==> src/rtl/mem_port_arbiter_if.sv <==
// Bundle between fetch, load/store queue, arbiter and memory port.
// The arbiter takes the slave view; the environment takes the master view.
interface mem_port_arbiter_if #(
    parameter int ADDR_W = 32,
    parameter int DATA_W = 32
);
    localparam int MBE_W = DATA_W / 8;

    logic              i_read;
    logic [ADDR_W-1:0] i_addr;
    logic [DATA_W-1:0] i_rdata;
    logic              i_resp;

    logic              d_read;
    logic              d_write;
    logic [ADDR_W-1:0] d_addr;
    logic [DATA_W-1:0] d_wdata;
    logic [MBE_W-1:0]  d_mbe;
    logic [DATA_W-1:0] d_rdata;
    logic              d_resp;

    logic              mem_read;
    logic              mem_write;
    logic [ADDR_W-1:0] mem_addr;
    logic [DATA_W-1:0] mem_wdata;
    logic [MBE_W-1:0]  mem_mbe;
    logic [DATA_W-1:0] mem_rdata;
    logic              mem_resp;

    modport slave (
        input  i_read, i_addr,
        output i_rdata, i_resp,
        input  d_read, d_write, d_addr, d_wdata, d_mbe,
        output d_rdata, d_resp,
        output mem_read, mem_write, mem_addr, mem_wdata, mem_mbe,
        input  mem_rdata, mem_resp
    );

    modport master (
        output i_read, i_addr,
        input  i_rdata, i_resp,
        output d_read, d_write, d_addr, d_wdata, d_mbe,
        input  d_rdata, d_resp,
        input  mem_read, mem_write, mem_addr, mem_wdata, mem_mbe,
        output mem_rdata, mem_resp
    );
endinterface

==> src/rtl/mem_port_arbiter.sv <==
// Shares one memory port between fetch and the load/store queue,
// round-robin on ties, one outstanding transaction at a time.
module mem_port_arbiter #(
    parameter int ADDR_W = 32,
    parameter int DATA_W = 32
) (
    input logic              clk,
    input logic              rst,
    mem_port_arbiter_if.slave bus
);
    localparam int MBE_W = DATA_W / 8;

    typedef enum logic [1:0] {
        IDLE    = 2'd0,
        SERVE_I = 2'd1,
        SERVE_D = 2'd2
    } state_t;

    state_t            state_q;
    logic              last_q;
    logic              rd_q;
    logic              wr_q;
    logic [ADDR_W-1:0] addr_q;
    logic [DATA_W-1:0] wdata_q;
    logic [MBE_W-1:0]  mbe_q;

    logic i_req;
    logic d_req;
    logic pick_d;

    assign i_req  = bus.i_read;
    assign d_req  = bus.d_read | bus.d_write;
    // On a tie the side that did not win last time gets the port.
    assign pick_d = d_req & (~i_req | ~last_q);

    always_ff @(posedge clk) begin
        if (rst) begin
            state_q <= IDLE;
            last_q  <= 1'b0;
            rd_q    <= 1'b0;
            wr_q    <= 1'b0;
            addr_q  <= '0;
            wdata_q <= '0;
            mbe_q   <= '0;
        end else begin
            unique case (state_q)
                IDLE: begin
                    if (pick_d) begin
                        state_q <= SERVE_D;
                        last_q  <= 1'b1;
                        rd_q    <= bus.d_read & ~bus.d_write;
                        wr_q    <= bus.d_write;
                        addr_q  <= bus.d_addr;
                        wdata_q <= bus.d_wdata;
                        mbe_q   <= bus.d_mbe;
                    end else if (i_req) begin
                        state_q <= SERVE_I;
                        last_q  <= 1'b0;
                        rd_q    <= 1'b1;
                        wr_q    <= 1'b0;
                        addr_q  <= bus.i_addr;
                        wdata_q <= '0;
                        mbe_q   <= '0;
                    end
                end
                SERVE_I, SERVE_D: begin
                    if (bus.mem_resp) begin
                        state_q <= IDLE;
                        rd_q    <= 1'b0;
                        wr_q    <= 1'b0;
                    end
                end
                default: begin
                    state_q <= IDLE;
                    rd_q    <= 1'b0;
                    wr_q    <= 1'b0;
                end
            endcase
        end
    end

    assign bus.mem_read  = rd_q;
    assign bus.mem_write = wr_q;
    assign bus.mem_addr  = addr_q;
    assign bus.mem_wdata = wdata_q;
    assign bus.mem_mbe   = mbe_q;

    assign bus.i_resp  = (state_q == SERVE_I) & bus.mem_resp;
    assign bus.d_resp  = (state_q == SERVE_D) & bus.mem_resp;
    assign bus.i_rdata = bus.i_resp ? bus.mem_rdata : '0;
    assign bus.d_rdata = bus.d_resp ? bus.mem_rdata : '0;
endmodule

==> src/flat_wrapper.sv <==
// flat-port wrapper written by rule: the top's interface ports become plain ports
module mem_port_arbiter_flat 
#(
    parameter int ADDR_W = 32,
    parameter int DATA_W = 32
)
  (clk, rst, bus_i_read, bus_i_addr, bus_i_rdata, bus_i_resp, bus_d_read, bus_d_write, bus_d_addr, bus_d_wdata, bus_d_mbe, bus_d_rdata, bus_d_resp, bus_mem_read, bus_mem_write, bus_mem_addr, bus_mem_wdata, bus_mem_mbe, bus_mem_rdata, bus_mem_resp);
  mem_port_arbiter_if #(.ADDR_W(ADDR_W), .DATA_W(DATA_W)) bus_i ();
  input logic clk;
  input logic rst;
  input wire logic [$bits(bus_i.i_read)-1:0] bus_i_read;
  input wire logic [$bits(bus_i.i_addr)-1:0] bus_i_addr;
  output wire logic [$bits(bus_i.i_rdata)-1:0] bus_i_rdata;
  output wire logic [$bits(bus_i.i_resp)-1:0] bus_i_resp;
  input wire logic [$bits(bus_i.d_read)-1:0] bus_d_read;
  input wire logic [$bits(bus_i.d_write)-1:0] bus_d_write;
  input wire logic [$bits(bus_i.d_addr)-1:0] bus_d_addr;
  input wire logic [$bits(bus_i.d_wdata)-1:0] bus_d_wdata;
  input wire logic [$bits(bus_i.d_mbe)-1:0] bus_d_mbe;
  output wire logic [$bits(bus_i.d_rdata)-1:0] bus_d_rdata;
  output wire logic [$bits(bus_i.d_resp)-1:0] bus_d_resp;
  output wire logic [$bits(bus_i.mem_read)-1:0] bus_mem_read;
  output wire logic [$bits(bus_i.mem_write)-1:0] bus_mem_write;
  output wire logic [$bits(bus_i.mem_addr)-1:0] bus_mem_addr;
  output wire logic [$bits(bus_i.mem_wdata)-1:0] bus_mem_wdata;
  output wire logic [$bits(bus_i.mem_mbe)-1:0] bus_mem_mbe;
  input wire logic [$bits(bus_i.mem_rdata)-1:0] bus_mem_rdata;
  input wire logic [$bits(bus_i.mem_resp)-1:0] bus_mem_resp;
  assign bus_i.i_read = bus_i_read;
  assign bus_i.i_addr = bus_i_addr;
  assign bus_i_rdata = bus_i.i_rdata;
  assign bus_i_resp = bus_i.i_resp;
  assign bus_i.d_read = bus_d_read;
  assign bus_i.d_write = bus_d_write;
  assign bus_i.d_addr = bus_d_addr;
  assign bus_i.d_wdata = bus_d_wdata;
  assign bus_i.d_mbe = bus_d_mbe;
  assign bus_d_rdata = bus_i.d_rdata;
  assign bus_d_resp = bus_i.d_resp;
  assign bus_mem_read = bus_i.mem_read;
  assign bus_mem_write = bus_i.mem_write;
  assign bus_mem_addr = bus_i.mem_addr;
  assign bus_mem_wdata = bus_i.mem_wdata;
  assign bus_mem_mbe = bus_i.mem_mbe;
  assign bus_i.mem_rdata = bus_mem_rdata;
  assign bus_i.mem_resp = bus_mem_resp;
  mem_port_arbiter #(.ADDR_W(ADDR_W), .DATA_W(DATA_W)) u_core (.clk(clk), .rst(rst), .bus(bus_i));
endmodule
==> config.mk <==
export PLATFORM = sky130hd
export DESIGN_NAME = mem_port_arbiter_flat
export DESIGN_NICKNAME = d
export VERILOG_FILES = /design/src/rtl/mem_port_arbiter_if.sv /design/src/rtl/mem_port_arbiter.sv /design/src/flat_wrapper.sv
export SDC_FILE = /design/constraint.sdc
export NUM_CORES = 1
export LEC_CHECK = 0
export ABC_CLOCK_PERIOD_IN_PS = 2200
export BUFFER_PORTS_ARGS = -buffer_cell sky130_fd_sc_hd__buf_4
export CAP_MARGIN = 20
export CORE_AREA = 2 2 107 109
export DETAILED_ROUTE_END_ITERATION = 10
export DIE_AREA = 0 0 109 111
export PLACE_DENSITY_LB_ADDON = 0.05
export SLEW_MARGIN = 10
export SYNTH_ARGS = -nofsm -noshare
export SYNTH_HDL_FRONTEND = slang
export SYNTH_SLANG_ARGS = --single-unit
export TNS_END_PERCENT = 100
==> constraint.sdc <==
create_clock -name clk -period 2.2 [get_ports clk]
set_input_delay 0.44 -clock clk [delete_from_list [all_inputs] [get_ports clk]]
set_output_delay 0.44 -clock clk [all_outputs]
set_load 0.03 [all_outputs]
== Word-level counts from Yosys, hierarchy flattened ==
Index checks and enable logic that the tools add are counted.
Storage, ports and cells
  register bits after elaboration: 73
  bits in latches: 0
  bits in writable memories: 0
  ROM bits: 0
  input port bits: 138
  output and inout port bits: 136
  memories: 0
Operators by class
  add/sub/neg operators: 0
  $mul: 0
  divide/modulo/power cells: 0
  $lt $le $gt $ge: 0
  equal/unequal tests: 4
  shifts and indexed selects: 0
  multiplexer cells: 20
  bitwise logic cells: 9
  reductions and logical operators: 5
Operators by type and width (number)
  two-way mux 32 bit: 6
  two-way mux 4 bit: 2
  two-way mux 1 bit: 6
  two-way mux 2 bit: 3
  AND 1 bit: 4
  one-hot mux 1 bit (2 select lines): 2
  one-hot mux 2 bit (2 select lines): 1
  AND reduction 2 bit: 2
  != test 3 x 2 -> 1 bit, second input constant: 1
  inverter 1 bit: 3
  == test 2 x 1 -> 1 bit, second input constant: 1
  == test 2 bit, second input constant: 1
  zero test 2 bit: 1
  != test 2 bit, second input constant: 1
  bitwise OR 1 bit: 2
  nonzero test 2 bit: 1
  OR reduction 2 bit: 1

== Logic depth before layout (Yosys ltp) ==
Gate-level depths: netlist of the first run.
  depth in word-level cells: 5
  gate-level depth with buffers: 8

== Worst setup path after synthesis of the first run ==
OpenSTA, ideal clock, no wires.
  kind: input to output
  start point: input port bus_mem_resp
  end point: output port bus_d_rdata[23]
  data arrival time: 1.219 ns
  required time: 1.760 ns
  slack: 0.541 ns
  stages: 3
  buffers on the path: 2
  path through: clkbuf_1 -> clkbuf_1 -> and3_1
Between the ends
  longest elaborated chain between the ends: 2
Ends and longest elaborated chain
  start, declared: RTL line flat_wrapper.sv:28  | input wire logic [$bits(bus_i.mem_resp)-1:0] bus_mem_resp;
  AND 1 bit: RTL line mem_port_arbiter.sv:89  | assign bus.d_resp = (state_q == SERVE_D) & bus.mem_resp;
  two-way mux 32 bit: RTL line mem_port_arbiter.sv:91  | assign bus.d_rdata = bus.d_resp ? bus.mem_rdata : '0;
  end, declared: RTL line flat_wrapper.sv:20  | output wire logic [$bits(bus_i.d_rdata)-1:0] bus_d_rdata;
No other way between the ends.

== Worst setup path in the final report of the first run ==
  start point: register u_core.state_q[1]
  end point: output port bus_i_rdata[7]
Between the ends
  longest elaborated chain between the ends: 3
Ends and longest elaborated chain
  start, declared: RTL line mem_port_arbiter.sv:19  | state_t state_q;
  start signal, assigned: RTL line mem_port_arbiter.sv:38  | state_q <= IDLE;
  start signal, assigned: RTL line mem_port_arbiter.sv:49  | state_q <= SERVE_D;
  start signal, assigned: RTL line mem_port_arbiter.sv:57  | state_q <= SERVE_I;
  == test 2 x 1 -> 1 bit: RTL line mem_port_arbiter.sv:88  | assign bus.i_resp = (state_q == SERVE_I) & bus.mem_resp;
  AND 1 bit: RTL line mem_port_arbiter.sv:88
  two-way mux 32 bit: RTL line mem_port_arbiter.sv:90  | assign bus.i_rdata = bus.i_resp ? bus.mem_rdata : '0;
  end, declared: RTL line flat_wrapper.sv:13  | output wire logic [$bits(bus_i.i_rdata)-1:0] bus_i_rdata;
No other way between the ends.

==> impl_metrics.py, run 1 <==
metrics = {
    "cts": {
        "cts.sinks": 73,
        "worstSkewPairLatency_ps": 330,
        "cts_setup_buffers": 0,
        "cts-root-buf": "clkbuf_16",
        "clk_path_buf_depth": 2,
        "htree_levels": 3,
        "cts_tree": "yes",
        "cts_made_buffers": 9,
        "path_clk_slew_ps": 60,
        "ctsResizeCount": 0,
        "cts_hold_buf": 0,
    },
    "timing": {
        "max_freq_mhz": 502.8,
        "slew_violations": 0,
        "finalHoldViolations": 0,
        "finClkSkew_ps": 10.91,
        "period_share_pct": 90.40,
        "setup_viol": 0,
        "slew_headroom_pct": 56.26,
        "tightest_slew_ps": 647.8,
        "setup_tns_ps": 0,
        "period_needed_ps": 1989,
        "rsz0062_at_grt": "no",
    },
    "finish": {
        "drive_gt1_share_pct": 50.45,
        "design_area_um2": 6021,
        "layout_common_cells": "buf_4 (285), dfxtp_1 (73), nor2_1 (70)",
        "layout_commonest_cell": "buf_4",
        "fillers": 1047,
        "area_growth_pct": 61.69,
        "final_nets": 804,
        "final_util_pct": 54.35,
        "insertedDiodeCount": 0,
    },
    "synthesis": {
        "async_flop_share_pct": 0,
        "yosys.cell_types.count": 28,
        "yosys.area.top_type": "dfxtp_1",
        "syn_avg_cell_area_um2": 8.972,
        "synth_area_leaders": "dfxtp_1 (39%), a311oi_2 (13%), and3_1 (11%)",
        "synth_edf_count": 0,
        "yosysSeqAreaShare_pct": 39.25,
        "ys.warnings.count": 0,
        "ys_ff_latch": 73,
        "netlist_instances": 415,
        "syn-num-nets": 556,
        "synth_top_area_share_pct": 39.25,
        "synthesis.area_um2": 3724,
        "synth_flop_cell": "dfxtp_1",
    },
    "worst_hold_path": {
        "hp-class": "in2reg",
    },
    "floorplan": {
        "pin_count": 274,
        "fp-row-count": 39,
        "die_area_um2": 12100,
        "initial_core_util_pct": 33.62,
        "die_h_um": 111,
        "die_w_um": 109,
        "core-area_um2": 11080,
    },
    "routing": {
        "avgRoutedWirePerCell_um": 15.97,
        "routed_wl_mm": 12.95,
        "vias_per_cell": 4.938,
        "drc": 0,
        "final_antenna_net_count": 0,
        "dr.pass1.iters": 4,
        "vias": 4005,
        "drt_iter0_drc": 196,
    },
    "pwr": {
        "power.density_nw_per_um2": 854.9,
        "power_leakage_nw": 3.044,
        "finalPower_mw": 5.147,
        "ir_worst_vdd_mv": 0.4199,
    },
    "placement": {
        "dpl.hpwl_mm": 9.395,
        "globalplace.congestion": 0.7738,
        "post_dp_cell_area_um2": 5749,
        "port_buffers": 273,
    },
    "worst_setup_path": {
        "critPathLaunch": "u_core.state_q[1]$_SDFFE_PP0P_",
        "rr_endpoint": "u_core.state_q[0]$_SDFFE_PP0P_",
        "rrSetupSlack_ps": 360,
        "cp_max_fo": 33,
        "cp-endpoint": "bus_i_rdata[7]",
        "reg2reg_depth": 6,
        "start_kind": "flop",
        "crit_type": "reg2out",
        "cp.arrival_ps": 1550,
        "end_kind": "output pin",
        "timing.rr.start": "u_core.state_q[0]$_SDFFE_PP0P_",
        "required_ps": 1760,
    },
    "grt": {
        "grt_remaining_overflow": 0,
        "grt_usage_pct": 20.51,
        "antenna_found_initial": 0,
        "grt_pass1_wl_mm": 19.62,
        "grt_max_degree": 69,
        "grt_pass1_vias": 3800,
    },
    "flow_run": {
        "drv_cap": 0,
    },
    "run_status": {
        "status": "complete, no violations",
    },
}
==> synthesized netlist by cell type, drive strengths merged (2+ instances only) <==
master,number
a311oi,32
a32oi,36
and2,2
and3,64
buf,24
clkbuf,25
dfxtp,73
ha,3
inv,3
nand2,65
nand2b,3
nor2,70
o32ai,3
==> routing by layer <==
metal	track usage [%]	up-vias	wire length, um
met5	0	-	0
met4	6.667	0	239
met1	24.80	1839	5321
met2	34.74	145	6357
li1	-	2002	-
met3	5.585	19	1036
==> worst max-delay path, cell delays in order (launching register included) <==
cell and delay [ps]:
dfxtp_1 310, inv_1 100, ha_1 150, buf_4 270
and3_1 220, buf_4 170
==> flip-flops by register name, indices dropped and copies added, names as in the netlist <==
name	count
u_core.bus.mem_addr	32
u_core.bus.mem_wdata	32
u_core.bus.mem_mbe	4
u_core.state_q	2
u_core.bus.mem_read	1
u_core.bus.mem_write	1
u_core.last_q	1
==> stage by stage <==
step | worst slack [ps] | cells | hold slack, ps
global route | 104.3 | 811 | 360.8
finish | 211.1 | 811 | 357.1
global placement | 534.0 | 795 | 468.7
floorplan | 540.7 | 415 | 506.0
detailed placement | 421.7 | 795 | 475.6
CTS | 210.9 | 811 | 350.3
==> kinds of logic (layout without fill, tap and decap cells) <==
group | after synthesis | in the layout | synth area share [%]
AO/OA/AOI/OAI | 80 | 80 | 25.24
adder cells (fa/ha/maj) | 3 | 3 | 1.008
buffers and inverters | 52 | 305 | 8.737
flip-flops | 73 | 73 | 39.25
AND/OR/NAND/NOR | 207 | 207 | 25.77
==> power by group <==
group	switching, mW	internal (mW)
combinational	1.30	0.843
sequential	0.117	1.54
clock	0.578	0.765
==> worst min-delay path by stage <==
stage,depth (start not counted),startpoint,end
after floorplan,2,u_core.state_q[1]$_SDFFE_PP0P_,u_core.state_q[1]$_SDFFE_PP0P_
after global placement,2,u_core.bus.mem_wdata[15]$_SDFFE_PP0P_,u_core.bus.mem_wdata[15]$_SDFFE_PP0P_
after detailed placement,2,u_core.bus.mem_wdata[1]$_SDFFE_PP0P_,u_core.bus.mem_wdata[1]$_SDFFE_PP0P_
after CTS,3,bus_d_wdata[16],u_core.bus.mem_wdata[16]$_SDFFE_PP0P_
after global routing,3,bus_d_wdata[23],u_core.bus.mem_wdata[23]$_SDFFE_PP0P_
final,3,bus_d_wdata[16],u_core.bus.mem_wdata[16]$_SDFFE_PP0P_
==> cell type report <==
| type | count | area (um^2) | area share (%) |
|---|---|---|---|
| clock buffers | 10 | 229.0 | 3.803 |
| inverters | 3 | 11.26 | 0.1870 |
| repair buffers | 286 | 2160 | 35.87 |
| multi-input cells | 290 | 1938 | 32.19 |
| flip-flops and latches | 73 | 1461 | 24.27 |
| well taps | 143 | 178.9 | 2.972 |
| clock inverters | 6 | 42.54 | 0.7066 |
No activity file was read; power rests on OpenSTA's default activity.
==> run 2, diff against run 1 <==
CELL_PAD_IN_SITES_DETAIL_PLACEMENT = 0   (was default)
CELL_PAD_IN_SITES_GLOBAL_PLACEMENT = 2   (was default)
CORE_AREA = default   (was 2 2 107 109)
CORE_UTILIZATION = 23   (was default)
DIE_AREA = default   (was 0 0 109 111)
==> impl_metrics.py, run 2 (synthesis results as in run 1) <==
metrics = {
    "routing": {
        "avgRoutedWirePerCell_um": 16.12,
        "vias_per_cell": 4.635,
        "drt_iter0_drc": 174,
        "drc": 0,
        "final_antenna_net_count": 0,
        "routed_wl_mm": 14.21,
        "dr.pass1.iters": 4,
        "vias": 4083,
    },
    "placement": {
        "port_buffers": 273,
        "post_dp_cell_area_um2": 5851,
        "dpl.hpwl_mm": 10.04,
        "globalplace.congestion": 0.7465,
    },
    "pwr": {
        "power.density_nw_per_um2": 878.6,
        "pwr-share-clk_pct": 29.7,
        "power_leakage_nw": 3.073,
        "p_int_mw": 3.377,
        "finalPower_mw": 5.419,
        "p_switching_mw": 2.042,
        "sw_frac_of_total_pct": 37.68,
        "ir_worst_vdd_mv": 0.5096,
        "combPwrFrac_pct": 39.8,
        "seqPwrFrac_pct": 30.6,
    },
    "cts": {
        "cts-root-buf": "clkbuf_16",
        "clk_path_buf_depth": 2,
        "cts_setup_buffers": 0,
        "cts_hold_buf": 0,
        "cts_tree": "yes",
        "cts.sinks": 73,
        "htree_levels": 3,
        "path_clk_slew_ps": 60,
        "ctsResizeCount": 0,
        "cts_made_buffers": 9,
        "worstSkewPairLatency_ps": 340,
    },
    "floorplan": {
        "die_area_um2": 16700,
        "fp-row-count": 46,
        "core-area_um2": 15830,
        "pin_count": 274,
        "die_h_um": 129.2,
        "die_w_um": 129.2,
        "initial_core_util_pct": 23.53,
    },
    "finish": {
        "layout_common_cells": "buf_4 (281), dfxtp_1 (73), nor2_1 (70)",
        "seqCellArea_um2": 1461,
        "design_area_um2": 6167,
        "drive_gt1_share_pct": 50.38,
        "final_util_pct": 38.96,
        "fillers": 1640,
        "insertedDiodeCount": 0,
        "area_growth_pct": 65.62,
        "multi_input_area_um2": 1938,
        "final_nets": 802,
        "layout_commonest_cell": "buf_4",
    },
    "timing": {
        "finClkSkew_ps": 12.61,
        "slew_violations": 0,
        "whs_ps": 348.7,
        "slew_headroom_pct": 53.37,
        "rsz0062_at_grt": "no",
        "setup_tns_ps": 0,
        "max_freq_mhz": 495.7,
        "period_needed_ps": 2017,
        "setup_viol": 0,
        "period_share_pct": 91.69,
        "tightest_slew_ps": 690.6,
        "finalHoldViolations": 0,
    },
    "run_status": {
        "status": "complete, no violations",
    },
    "grt": {
        "antenna_found_initial": 0,
        "grt_max_degree": 69,
        "grt_usage_pct": 16.52,
        "grt_remaining_overflow": 0,
        "grt_pass1_wl_mm": 21.14,
        "grt_pass1_vias": 3936,
    },
    "worst_setup_path": {
        "slowest_delay_ps": 310,
        "end_kind": "output pin",
        "cp_max_fo": 33,
        "path_cells": "inv_1 > ha_1 > buf_4 > and3_1 > buf_4",
        "cp.arrival_ps": 1580,
        "cpMaxStageDelayCell": "dfxtp_1",
        "start_kind": "flop",
        "required_ps": 1760,
        "cp_common_cell": "buf_4",
        "crit_type": "reg2out",
        "rrSetupSlack_ps": 430,
    },
    "worst_hold_path": {
        "hp-class": "in2reg",
    },
    "flow_run": {
        "drv_cap": 0,
    },
}
==> run 2: worst paths after layout <==
check,from,endpoint,depth (start not counted)
max reg2reg,u_core.state_q[0]$_SDFFE_PP0P_,u_core.bus.mem_addr[6]$_SDFFE_PP0P_,6
min reg2reg,u_core.bus.mem_write$_SDFFE_PP0P_,u_core.bus.mem_write$_SDFFE_PP0P_,2
max,u_core.state_q[0]$_SDFFE_PP0P_,bus_d_rdata[23],5
min,bus_d_wdata[16],u_core.bus.mem_wdata[16]$_SDFFE_PP0P_,3
==> run 2: power by group through the flow <==
stage | clock network [mW] | registers (mW) | logic (mW)
2_1_floorplan | 0 | 2.07 | 1.07
3_3_place_gp | 0 | 1.68 | 2.16
3_5_place_dp | 0 | 1.68 | 2.18
4_1_cts | 1.66 | 1.66 | 2.18
5_1_grt | 1.71 | 1.68 | 2.32
6_report | 1.61 | 1.66 | 2.16
==> run 2: worst max-delay path, delay by kind of cell (launching register included) <==
family / cells / cell delay (ps)
buf+inv: 3 / 540
fa+ha+maj: 1 / 150
flops: 1 / 310
simple gates: 1 / 220
==> run 2: per-stage QoR <==
step | instances | setup slack [ps]
after CTS | 881 | 153.7
after global placement | 866 | 520.2
final | 881 | 182.8
after floorplan | 415 | 540.7
after detailed placement | 866 | 451.6
after global routing | 881 | 76.83
==> run 2: final cells by class <==
class / count / area share, %
clock buffers: 9 / 3.652
flip-flops and latches: 73 / 23.70
multi-input cells: 290 / 31.43
well taps: 216 / 4.382
repair buffers: 284 / 35.18
inverters: 3 / 0.1826
clock inverters: 6 / 1.481
==> run 2: routing by layer <==
layer	up-vias	track usage, %	share of wire [%]
met1	1917	17.96	40
li1	1999	-	-
met2	152	30.14	51
met5	-	0	0
met4	0	5.952	1.7
met3	15	4.996	7.9
==> run 3, diff against run 2 <==
CTS_BUF_LIST = sky130_fd_sc_hd__clkbuf_4   (was default)
==> impl_metrics.py, run 3 (synthesis results as in run 1) <==
metrics = {
    "grt": {
        "grt_max_degree": 69,
        "grt_remaining_overflow": 0,
        "grt_usage_pct": 16.50,
        "grt_pass1_vias": 3917,
        "grt_pass1_wl_mm": 21.07,
        "antenna_found_initial": 1,
    },
    "timing": {
        "setup_tns_ps": 0,
        "max_freq_mhz": 487.7,
        "tightest_slew_ps": 708.4,
        "finalHoldViolations": 0,
        "setup_viol": 0,
        "setup_ws_ps": 149.6,
        "finClkSkew_ps": 26.63,
        "period_needed_ps": 2050,
        "slew_violations": 0,
        "period_share_pct": 93.20,
        "slew_headroom_pct": 52.17,
        "rsz0062_at_grt": "no",
    },
    "routing": {
        "routed_wl_mm": 14.10,
        "drc": 0,
        "vias_per_cell": 4.607,
        "avgRoutedWirePerCell_um": 15.98,
        "drt_iter0_drc": 166,
        "vias": 4063,
        "dr.pass1.iters": 4,
        "final_antenna_net_count": 0,
    },
    "cts": {
        "cts.sinks": 73,
        "ctsResizeCount": 1,
        "worstSkewPairLatency_ps": 450,
        "cts_tree": "yes",
        "cts_made_buffers": 9,
        "htree_levels": 3,
        "cts_setup_buffers": 0,
        "path_clk_slew_ps": 140,
        "clk_path_buf_depth": 2,
        "cts-root-buf": "clkbuf_4",
        "cts_hold_buf": 0,
    },
    "pwr": {
        "ir_worst_vdd_mv": 0.4464,
        "power_leakage_nw": 3.007,
        "finalPower_mw": 4.817,
        "power.density_nw_per_um2": 798.6,
    },
    "floorplan": {
        "die_w_um": 129.2,
        "pin_count": 274,
        "fp-row-count": 46,
        "core-area_um2": 15830,
        "die_h_um": 129.2,
        "die_area_um2": 16700,
        "initial_core_util_pct": 23.53,
    },
    "worst_setup_path": {
        "crit_type": "reg2out",
        "cp.arrival_ps": 1610,
        "start_kind": "flop",
        "rrSetupSlack_ps": 400,
        "cp-endpoint": "bus_d_rdata[23]",
        "rr_endpoint": "u_core.bus.mem_addr[6]$_SDFFE_PP0P_",
        "reg2reg_depth": 6,
        "end_kind": "output pin",
        "cp_max_fo": 33,
        "timing.rr.start": "u_core.state_q[0]$_SDFFE_PP0P_",
        "required_ps": 1760,
        "critPathLaunch": "u_core.state_q[0]$_SDFFE_PP0P_",
    },
    "placement": {
        "port_buffers": 273,
        "globalplace.congestion": 0.7465,
        "dp.cells": 866,
        "preCtsSetupSlack_ps": 451.6,
        "dpl.hpwl_mm": 10.04,
    },
    "run_status": {
        "status": "complete, no violations",
    },
    "finish": {
        "layout_commonest_cell": "buf_4",
        "stdcell_count": 882,
        "drive_gt1_share_pct": 50.68,
        "final_nets": 802,
        "layout_common_cells": "buf_4 (279), dfxtp_1 (72), nor2_1 (70)",
        "area_growth_pct": 62.00,
    },
    "flow_run": {
        "drv_cap": 0,
    },
    "worst_hold_path": {
        "hp-class": "in2reg",
        "holdPathStages": 3,
        "worstHoldStart": "bus_d_mbe[0]",
    },
}
[run 3: cell types whose count changed in the layout (fill, tap and decap cells not counted), sizes merged]
cell | previous run | this run
diode | 0 | 1
[run 3: metrics by stage]
stage	hold slack, ps	cell area [um^2]	util (%)
3_5_place_dp	467.5	5851	36.96
4_1_cts	177.0	6013	37.99
6_report	234.3	6032	38.11
2_1_floorplan	506.0	3724	-
5_1_grt	161.8	6032	38.11
3_3_place_gp	466.9	5851	36.96
[run 3: worst min-delay path by stage]
stage	end	slack (ps)
floorplan	u_core.state_q[1]$_SDFFE_PP0P_	510
finish	u_core.bus.mem_mbe[0]$_SDFFE_PP0P_	230
global placement	u_core.bus.mem_wdata[1]$_SDFFE_PP0P_	470
detailed placement	u_core.bus.mem_write$_SDFFE_PP0P_	470
CTS	u_core.bus.mem_wdata[16]$_SDFFE_PP0P_	180
global route	u_core.bus.mem_wdata[20]$_SDFFE_PP0P_	160
[run 3: area by class of cell]
cell class,count,area [um^2]
fill,1664,9796
timing repair buffer,284,2186
multi-input combinational,290,1941
sequential,73,1463
tap,216,270.3
clock inverter,6,91.34
clock buffer,9,67.56
inverter,3,11.26
antenna,1,2.502
[run 3: critical path: stages, from the launching register on]
cell and delay [ps]:
dfxtp_2 340, inv_1 100, ha_2 200, buf_12 170, and3_1 180, buf_4 160
[run 3: power by group]
part	total [mW]	internal, mW	leakage (nW)	switching (mW)
logic	2.17	0.858	2.32	1.31
registers	1.65	1.54	0.604	0.118
clock network	0.993	0.461	0.0864	0.533
[run 3: per-layer routing]
metal | vias up | track usage (%) | routed length [um]
met4 | 0 | 5.121 | 201
met3 | 13 | 5.739 | 1155
met5 | - | 0 | 0
met1 | 1904 | 17.96 | 5639
met2 | 148 | 29.89 | 7098
li1 | 1998 | - | -
